===== config.mk =====
export PLATFORM = sky130hd
export DESIGN_NAME = pipe_hazard_ctrl
export DESIGN_NICKNAME = d
export VERILOG_FILES = /design/src/rtl/pipe_hazard_ctrl.sv
export SDC_FILE = /design/constraint.sdc
export NUM_CORES = 1
export LEC_CHECK = 0
export CORE_AREA = 2 2 101 103
export DETAILED_ROUTE_END_ITERATION = 8
export DIE_AREA = 0 0 103 105
export GPL_TIMING_DRIVEN = 0
export HOLD_SLACK_MARGIN = 0.1
export PLACE_DENSITY = 0.76
export SLEW_MARGIN = 20
export SYNTH_ARGS = -nofsm -noshare
export SYNTH_HDL_FRONTEND = slang
export SYNTH_SLANG_ARGS = --single-unit

===== constraint.sdc =====
create_clock -name clk -period 1.7 [get_ports clk]
set_input_delay 0.425 -clock clk [delete_from_list [all_inputs] [get_ports clk]]
set_output_delay 0.425 -clock clk [all_outputs]
set_load 0.01 [all_outputs]

===== src/rtl/pipe_hazard_ctrl.sv =====
// rtl/pipe_hazard_ctrl.sv - IF/ID register and front-end advance/hold/flush sequencer.
// Optional stall/flush performance counters are built only when PIPE_PERF_CNT_EN is defined.
module pipe_hazard_ctrl (
  input  logic        clk,
  input  logic        rst,
  input  logic [31:0] if_instr,
  input  logic [31:0] if_pc,
  input  logic        if_valid,
  input  logic        ex_mem_read,
  input  logic [4:0]  ex_rd,
  input  logic        ex_branch_taken,
  input  logic        mem_busy,
  output logic        pc_en,
  output logic [31:0] id_instr,
  output logic [31:0] id_pc,
  output logic        id_valid,
  output logic        id_ex_en,
  output logic        id_ex_flush,
  output logic [1:0]  ctrl_state,
  output logic [31:0] stall_cnt,
  output logic [31:0] flush_cnt
);

  localparam logic [1:0]  ST_RUN      = 2'd0;
  localparam logic [1:0]  ST_STALL_LU = 2'd1;
  localparam logic [1:0]  ST_WAIT_MEM = 2'd2;
  localparam logic [31:0] NOP         = 32'h0000_0013;

  logic [1:0] state, next_state;
  logic       uses_rs1, uses_rs2, load_use;
  logic       load_nop, load_fetch, count_stall, count_flush;

  always_comb begin
    uses_rs1 = 1'b0;
    uses_rs2 = 1'b0;
    case (id_instr[6:0])
      7'b0110011, 7'b0100011, 7'b1100011: begin
        uses_rs1 = 1'b1;
        uses_rs2 = 1'b1;
      end
      7'b0010011, 7'b0000011, 7'b1100111: uses_rs1 = 1'b1;
      default: ;
    endcase
  end

  // The one-cycle stall has already put the bubble into EX; never re-stall from STALL_LU.
  assign load_use = id_valid && ex_mem_read && (ex_rd != 5'd0) && (state != ST_STALL_LU) &&
                    ((uses_rs1 && (ex_rd == id_instr[19:15])) ||
                     (uses_rs2 && (ex_rd == id_instr[24:20])));

  always_comb begin
    pc_en       = 1'b0;
    id_ex_en    = 1'b0;
    id_ex_flush = 1'b0;
    next_state  = ST_RUN;
    load_nop    = 1'b0;
    load_fetch  = 1'b0;
    count_stall = 1'b0;
    count_flush = 1'b0;
    if (rst) begin
      id_ex_flush = 1'b1;
    end else if (mem_busy) begin
      next_state  = ST_WAIT_MEM;
      count_stall = 1'b1;
    end else if (ex_branch_taken) begin
      pc_en       = 1'b1;
      id_ex_en    = 1'b1;
      id_ex_flush = 1'b1;
      load_nop    = 1'b1;
      count_flush = 1'b1;
    end else if (load_use) begin
      id_ex_en    = 1'b1;
      id_ex_flush = 1'b1;
      next_state  = ST_STALL_LU;
      count_stall = 1'b1;
    end else if (!if_valid) begin
      id_ex_en = 1'b1;
      load_nop = 1'b1;
    end else begin
      pc_en      = 1'b1;
      id_ex_en   = 1'b1;
      load_fetch = 1'b1;
    end
  end

  always_ff @(posedge clk) begin
    if (rst) begin
      state    <= ST_RUN;
      id_instr <= NOP;
      id_pc    <= 32'd0;
      id_valid <= 1'b0;
    end else begin
      state <= next_state;
      if (load_nop) begin
        id_instr <= NOP;
        id_valid <= 1'b0;
      end else if (load_fetch) begin
        id_instr <= if_instr;
        id_pc    <= if_pc;
        id_valid <= 1'b1;
      end
    end
  end

  assign ctrl_state = state;

`ifdef PIPE_PERF_CNT_EN
  logic [31:0] stall_q, flush_q;

  always_ff @(posedge clk) begin
    if (rst) begin
      stall_q <= 32'd0;
      flush_q <= 32'd0;
    end else begin
      if (count_stall) stall_q <= stall_q + 32'd1;
      if (count_flush) flush_q <= flush_q + 32'd1;
    end
  end

  assign stall_cnt = stall_q;
  assign flush_cnt = flush_q;
`else
  logic unused_cnt;
  assign unused_cnt = count_stall ^ count_flush;
  assign stall_cnt  = 32'd0;
  assign flush_cnt  = 32'd0;
`endif

endmodule

==> metrics, run 1 <==
Leakage=0.00268 uW; Hold Crit Class=input pin to flop; Placement Cell Area=4990 sq um; max_slew headroom=0.539; commonest non-fill, non-tap cell in the layout=nand2_1; core area=9640 sq um; top area cells in the synthesized netlist=dfxtp_1, buf_4, nand2_1, a21oi_2, a21oi_1; cts hold-fix bufs=0; initial antenna violation count=0; Simple-Gate Fraction of Synth Area=0.195; cell count after synthesis=384; IO buf count=143; Mapped Area=3160 sq um; Crit path required time=1270 ps; first-pass GRT wire length=14000 microns; CP Capture Type=output pin; CTS root buffer=clkbuf_8; Post-Layout Cell Count=751; H-tree level count=3; Warnings, synthesis=0; final hold viol count=0; Initial Util=0.328; flop2flop setup slack=-120 ps; iteration count of the initial detailed-routing pass=4; die width=103 microns; Clock Path Buffers=2; final count of negative-setup-slack endpoints=65; Synth top area share=0.424; Critical Path AT=1630 ps; DP HPWL=6910 microns; vias per cell=4.08; remaining antenna violation count=0; DRC=0; largest family of logic cells by synthesized area=buffers and inverters; Vias=3064; fill count=897; post-synthesis adder-cell area fraction=0; CTS tree=built; Avg Inst Size Synth=8.23 sq um; failing checks=setup timing; Cell Count Post-Placement=723; vias in the first global route=2912; total CTS buffers=9; grt ovf=0; placer congestion estimate=0.767; Worst Setup Slack, final=-354 ps; overall die height=105 microns; Slew @ Worst Pin=692 ps; Setup CP Type=flop to output pin; final WL=9310 microns; crit share post-route=1.21; post-synth cell types=28; design area=5560 sq um; ANT cells=0; Worst-Skew Late Latency=340 ps; Layout Nets=689; max-slew violations=0; RSZ-0062 raised after global routing=yes; Die ar.=10800 sq um; Clock transition at path regs=70 ps; Min Clock Period, post-route=2050 ps; Post-Synth XOR/XNOR Area=0.0277; Routed WL per cell=12.4 microns; fmax=487 MHz; row cnt=36; largest net degree at the start of global routing=12; status=finished, violations left; Compound-Gate Fraction of Synth Area=0.146; startpoint types=flop; Synth Register Bits=67; DRT iter0 DRCs=40; share of cells above drive strength 1=0.278; register area share after synthesis=0.424; IO Pins=209; Total Routing Usage GR=0.166; PwrDens=630 nW/um^2; maximum vdd drop=327 uV; CTS sink cnt=67; most frequent cells in the layout=nand2_1, clkdlybuf4s50_1, buf_4; Worst Skew=10.7 ps; mux share of post-synthesis cell area=0; CP max FO=4; MaxCap Viol Count=0; P&R area growth vs syn=76.0%; cell taking the most area after synthesis=dfxtp_1
per-layer routing:
layer / GRT usage / routed length (microns) / part of all wire
met4: 0.0583 / 185 / 0.020
met3: 0.0722 / 918 / 0.099
met1: 0.177 / 3550 / 0.38
met5: 0 / 0 / 0
met2: 0.287 / 4650 / 0.50
registers in the layout, summed over array words and instances, names as in the netlist:
name        count
ctrl_state      2
id_instr       32
id_pc          32
id_valid        1
layout make-up:
type,count,area (sq um),area share
clock inverters,6,57.6,0.0103
multi-input cells,295,1510,0.272
clock buffers,9,124,0.0223
plain buffers,85,694,0.125
repair buffers,156,1650,0.297
flip-flops and latches,67,1360,0.244
well taps,133,166,0.0299
where the power goes:
part	internal [uW]	leakage (uW)	switching [uW]	total (uW)
sequential	1590	0.000544	15.9	1610
clock	658	0.0000946	608	1270
combinational	368	0.00204	259	627
logic make-up after synthesis:
group / after synthesis
AND/OR/NAND/NOR: 152
flip-flops: 67
other: 1
buffers and inverters: 85
AO/OA/AOI/OAI: 69
XOR/XNOR: 10
final timing paths:
check	startpoint	end	depth (start not counted)
min	rst	id_pc[19]$_SDFFE_PP0P_	2
max	id_instr[3]$_SDFFE_PP0P_	pc_en	7
max reg2reg	id_instr[4]$_SDFFE_PP1P_	id_pc[31]$_SDFFE_PP0P_	10
min reg2reg	id_instr[29]$_SDFFE_PP0P_	id_instr[29]$_SDFFE_PP0P_	2
per-stage QoR:
| stage | hold slack (ps) | TNS [ps] | power, uW | worst slack [ps] | util |
|---|---|---|---|---|---|
| 2_1_floorplan | 481 | 0 | 1960 | 24.4 | - |
| 3_3_place_gp | 441 | -44600 | 2230 | -1120 | 0.518 |
| 3_5_place_dp | 447 | -45980 | 2230 | -1130 | 0.518 |
| 4_1_cts | 363 | -9480 | 3520 | -364 | 0.557 |
| 5_1_grt | 391 | -10660 | 3660 | -437 | 0.577 |
| 6_report | 377 | -5620 | 3500 | -354 | 0.577 |
critical path: stages, from the launching register on:
cell and delay, ps:
dfxtp_2 320, and4b_1 250, nand3_2 100, a21oi_4 200, nand2_2 110, a21oi_2 120
nor3_1 50, buf_2 150
synth_stat cells, drive strengths merged:
| cell | instances |
|---|---|
| a21o | 1 |
| a21oi | 64 |
| a22oi | 1 |
| and3 | 1 |
| and3b | 1 |
| and4b | 1 |
| buf | 82 |
| clkbuf | 3 |
| conb | 1 |
| dfxtp | 67 |
| nand2 | 129 |
| nand2b | 1 |
| nand3 | 2 |
| nand3b | 3 |
| nand4 | 1 |
| nand4b | 1 |
| nor2 | 8 |
| nor2b | 1 |
| nor3 | 3 |
| o211ai | 1 |
| o22ai | 1 |
| o2bb2ai | 1 |
| xnor2 | 10 |
timing repair:
action | 4_1_cts | 5_1_grt
setup buffers | 6 | 1
endpoints found under the setup margin | 85 | 88
pin swaps | 13 | 16
gates cloned | 5 | 1
resized for setup | 66 | 48
Note: power is estimated with default switching activity, not from simulation.
==> inputs of run 2 (changes only) <==
--- a/config.mk
+++ b/config.mk
@@ -5,12 +5,12 @@
 export SDC_FILE = /design/constraint.sdc
 export NUM_CORES = 1
 export LEC_CHECK = 0
-export CORE_AREA = 2 2 101 103
+export CORE_AREA = 2 2 94 96
 export DETAILED_ROUTE_END_ITERATION = 8
-export DIE_AREA = 0 0 103 105
+export DIE_AREA = 0 0 96 98
 export GPL_TIMING_DRIVEN = 0
 export HOLD_SLACK_MARGIN = 0.1
-export PLACE_DENSITY = 0.76
+export PLACE_DENSITY = 0.83
 export SLEW_MARGIN = 20
 export SYNTH_ARGS = -nofsm -noshare
 export SYNTH_HDL_FRONTEND = slang
==> constraint.sdc (replaced) <==
create_clock -name clk -period 2.5 [get_ports clk]
set_input_delay 0.625 -clock clk [delete_from_list [all_inputs] [get_ports clk]]
set_output_delay 0.625 -clock clk [all_outputs]
set_load 0.05 [all_outputs]
==> metrics, run 2 (synthesis gave the netlist of run 1 again) <==
status=finished clean; cts hold-fix bufs=0 (unchanged); vias in the first global route=2901 (-0.38%); largest net degree at the start of global routing=13 (+1); MaxCap Viol Count=0 (unchanged); Post-Layout Cell Count=717 (-4.5%); P&R area growth vs syn=65.4%; Cell Count Post-Placement=698 (-3.5%); Die ar.=9410 sq um (-13%); crit share post-route=0.961; Pwr Total=2650 uW (-24%); share of cells above drive strength 1=0.238 (-0.0402); initial antenna violation count=0 (unchanged); final count of negative-setup-slack endpoints=0 (-100%); Critical Path AT=1780 ps (+150 ps); CP Capture Type=output pin; max_slew headroom=0.538 (about the same); fill count=770 (-14%); IO Pins=209 (unchanged); row cnt=34 (-5.6%); DP HPWL=6910 microns (about the same); remaining antenna violation count=0 (unchanged); max-slew violations=0 (unchanged); fmax=416 MHz; H-tree level count=3 (unchanged); maximum vdd drop=303 uV (-7.3%); Worst Hold Depth=2 (unchanged); Worst-Skew Late Latency=340 ps (about the same); Layout Nets=679 (-1.5%); Setup TNS Final=0 ps (+5620 ps); die width=96 microns (-6.8%); IO buf count=143 (unchanged); CTS tree=built; CTS root buffer=clkbuf_8; Worst Skew=10.5 ps (-0.201 ps); Clock Path Buffers=2 (unchanged); first-pass GRT wire length=13800 microns (-1.4%); ANT cells=0 (unchanged); Clock transition at path regs=70 ps (about the same); PwrDens=507 nW/um^2 (-19%); commonest non-fill, non-tap cell in the layout=clkdlybuf4s50_1; Slew @ Worst Pin=693 ps (+0.563 ps); Initial Util=0.373 (+0.0455); Vias=3010 (-1.8%); placer congestion estimate=0.798 (+4.1%); core area=8470 sq um (-12%); startpoint types=input pin; Setup CP Type=input pin to output pin; Crit path required time=1880 ps (+610 ps); Min Clock Period, post-route=2400 ps; vias per cell=4.20 (+2.9%); most frequent cells in the layout=clkdlybuf4s50_1, nand2_1, buf_4; CTS sink cnt=67 (unchanged); FF-to-FF path depth=9 (-1); CP max FO=3 (-1); total CTS buffers=9 (unchanged); Final Util=0.618 (+0.0407); DRT iter0 DRCs=75 (+88%); overall die height=98 microns (-6.7%); iteration count of the initial detailed-routing pass=4 (unchanged); final hold viol count=0 (unchanged); final WL=8920 microns (-4.1%); grt ovf=0 (unchanged); Leakage=0.00211 uW (-21%); Total Routing Usage GR=0.186 (+0.0199); Routed WL per cell=12.4 microns (+0.41%); Hold Crit Class=flop to flop; DRC=0 (unchanged)
-- run 2: what timing repair did --
item	CTS	global route
endpoints found under the setup margin	3	2
buffers inserted	3	0
resized for setup	32	13
pin swaps	10	9
-- run 2: per-layer routing --
layer  global-route usage  share of wire  vias to the layer above
met3               0.0602          0.080                        6
met4               0.0429         0.0071                        0
li1                     -              -                     1550
met2                0.338           0.53                      106
met5                    0              0                        -
met1                0.207           0.38                     1348
-- run 2: power breakdown --
group / switching, uW / internal (uW) / total (uW)
Combinational: 399 / 241 / 640
Sequential: 10.6 / 1080 / 1090
Clock: 431 / 487 / 918
Total: 841 / 1810 / 2650
-- run 2: worst paths after layout --
check                           startpoint                   endpoint  slack, ps
setup / recovery                  ex_rd[1]                      pc_en        100
setup reg to reg  id_instr[4]$_SDFFE_PP1P_  id_instr[17]$_SDFFE_PP0P_        590
hold reg to reg     id_pc[16]$_SDFFE_PP0P_     id_pc[16]$_SDFFE_PP0P_        460
hold / removal      id_pc[16]$_SDFFE_PP0P_     id_pc[16]$_SDFFE_PP0P_        460
-- run 2: layout make-up --
| cell class | instances | area [sq um] | share of cell area |
|---|---|---|---|
| multi-input cells | 295 | 1460 | 0.280 |
| clock buffers | 10 | 138 | 0.0263 |
| clock inverters | 6 | 65.1 | 0.0124 |
| plain buffers | 85 | 651 | 0.124 |
| well taps | 108 | 135 | 0.0258 |
| repair buffers | 146 | 1440 | 0.274 |
| flip-flops and latches | 67 | 1340 | 0.257 |
-- run 2: stage by stage --
stage | instance area (sq um) | hold WS, ps | worst slack [ps]
floorplan | 3410 | 671 | -58.2
global placement | 4970 | 442 | -967
detailed placement | 4970 | 450 | -1030
CTS | 5220 | 458 | 2.65
global route | 5230 | 474 | -14.6
finish | 5230 | 457 | 97.4
-- run 2: worst max-delay path, stage by stage --
cell and delay, ps:
clkbuf_4 150, xnor2_2 130, nand4b_1 140, o22ai_2 250, nand2_2 110, a21oi_2 150, nor3_2 50, buf_6 150
==> inputs of run 3 (changes only) <==
--- a/config.mk
+++ b/config.mk
@@ -11,6 +11,7 @@
 export GPL_TIMING_DRIVEN = 0
 export HOLD_SLACK_MARGIN = 0.1
 export PLACE_DENSITY = 0.83
+export RECOVER_POWER = 100
 export SLEW_MARGIN = 20
 export SYNTH_ARGS = -nofsm -noshare
 export SYNTH_HDL_FRONTEND = slang
==> metrics, run 3 (synthesis gave the netlist of run 1 again) <==
Top delay family on crit path=compound AO/OA/AOI/OAI gates; die width=96 microns (unchanged); Fin Hold WS=455 ps (-2.70 ps); cells along the critical path=clkbuf_4, xnor2_2, nand4b_1, o22ai_2, nand2_2, a21oi_2, nor3_2, buf_6; row cnt=34 (unchanged); CTS tree=built; commonest non-fill, non-tap cell in the layout=nand2_1; Worst-Skew Late Latency=350 ps (about the same); DRC=0 (unchanged); H-tree level count=3 (unchanged); final WL=8870 microns (-0.56%); crit share post-route=0.964 (+0.00252); ANT cells=0 (unchanged); CP Capture Type=output pin; final hold viol count=0 (unchanged); placer congestion estimate=0.798 (unchanged); Final Util=0.610 (-0.00798); Clock Path Buffers=2 (unchanged); Setup CP Type=input pin to output pin; Slew @ Worst Pin=606 ps (-86.7 ps); CTS sink cnt=67 (unchanged); remaining antenna violation count=0 (unchanged); grt ovf=0 (unchanged); fmax=415 MHz (-0.26%); Worst Skew=10.9 ps (+0.462 ps); IO buf count=143 (unchanged); largest net degree at the start of global routing=13 (unchanged); reg-to-reg critical path startpoint=id_instr[4]$_SDFFE_PP1P_; fill count=784 (+1.8%); startpoint types=input pin; DRT iter0 DRCs=69 (-8.0%); Initial Util=0.373 (unchanged); Vias=3034 (+0.80%); Min Clock Period, post-route=2410 ps (+6.31 ps); final count of negative-setup-slack endpoints=0 (unchanged); DP HPWL=6910 microns (unchanged); Crit path required time=1880 ps (about the same); status=finished clean; Total Routing Usage GR=0.186 (unchanged); P&R area growth vs syn=63.3%; Routed WL per cell=12.4 microns (-0.56%); Hold Crit Class=flop to flop; CTS root buffer=clkbuf_8; MaxCap Viol Count=0 (unchanged); Pwr Total=2640 uW (-0.58%); crit path buf inv count=2 (unchanged); design area=5160 sq um (-1.3%); core area=8470 sq um (unchanged); Hold Path Origin=id_instr[12]$_SDFFE_PP0P_; IO Pins=209 (unchanged); vias in the first global route=2901 (unchanged); PwrDens=511 nW/um^2 (+0.72%); Critical Path AT=1780 ps (about the same); vias per cell=4.23 (+0.80%); CP max FO=3 (unchanged); iteration count of the initial detailed-routing pass=4 (unchanged); most frequent cells in the layout=nand2_1, buf_4, dfxtp_1, clkdlybuf4s50_1, dlygate4sd3_1; Worst setup startpoint=ex_rd[1]; maximum vdd drop=302 uV (-0.37%); cts hold-fix bufs=0 (unchanged); Die ar.=9410 sq um (unchanged); Leakage=0.00230 uW (+9.0%); max incr delay on CP=250 ps (about the same); max_slew headroom=0.596 (+0.0578); share of cells above drive strength 1=0.218 (-0.0197); first-pass GRT wire length=13800 microns (unchanged); Clock transition at path regs=80 ps (about the same); overall die height=98 microns (unchanged); pre-CTS setup slack=-1030 ps (unchanged); Layout Nets=679 (unchanged); Max stage delay cell, worst path=o22ai_2; max-slew violations=0 (unchanged); Placement Cell Area=4970 sq um (unchanged); total CTS buffers=9 (unchanged); initial antenna violation count=0 (unchanged); Worst Setup Slack, final=91.1 ps (-6.31 ps)
-- run 3: changes by cell type in the layout (fill, tap and decap cells not counted) --
cell             delta
buf_8               -2
dlygate4sd3_1      +67
clkdlybuf4s50_1    -67
a21oi_2             -9
clkbuf_1            +3
buf_6               -2
buf_4               +1
a21oi_1             +9
clkbuf_2            +3
buf_2               -3
-- run 3: layout make-up --
| cell class | instances | area [sq um] | area share |
|---|---|---|---|
| Timing Repair Buffer | 146 | 1430 | 0.277 |
| Multi-Input combinational cell | 295 | 1430 | 0.277 |
| Buffer | 85 | 621 | 0.120 |
| Clock inverter | 6 | 65.1 | 0.0126 |
| Sequential cell | 67 | 1340 | 0.260 |
| Tap cell | 108 | 135 | 0.0262 |
| Clock buffer | 10 | 138 | 0.0267 |
-- run 3: worst min-delay path: cells and delay by family, from the launching register on --
kind / cells / cell delay (ps)
AO/OA/AOI/OAI: 1 / 50
flip-flops: 1 / 310
AND/OR/NAND/NOR: 1 / 50
-- run 3: what timing repair did --
action                                  CTS  global route
gates resized for setup                  32            13
endpoints found under the setup margin    3             2
cloned                                    0             0
buffers inserted                          3             0
pin swaps                                10             9
-- run 3: through the flow --
stage          TNS, ps  cells
2_1_floorplan    -58.2    447
4_1_cts              0    717
6_report             0    717
3_3_place_gp     -5050    698
3_5_place_dp     -9680    698
5_1_grt          -23.6    717
-- run 3: worst paths after layout --
kind	to	slack (ps)	cells after the start
worst max register to register	id_pc[29]$_SDFFE_PP0P_	380	9
worst min register to register	id_instr[12]$_SDFFE_PP0P_	450	2
worst max-delay path	pc_en	90	8
worst min-delay path	id_instr[12]$_SDFFE_PP0P_	450	2
-- run 3: layer usage --
layer	routed length, microns	GRT usage	vias up
met5	0	0	-
met4	68	0.0429	0
met3	729	0.0602	6
met2	4750	0.338	115
met1	3330	0.207	1360
li1	-	-	1553
-- run 3: power by group --
part	switching, uW	internal, uW	total (uW)
clock	430	487	917
combinational	396	230	626
sequential	9.85	1080	1090
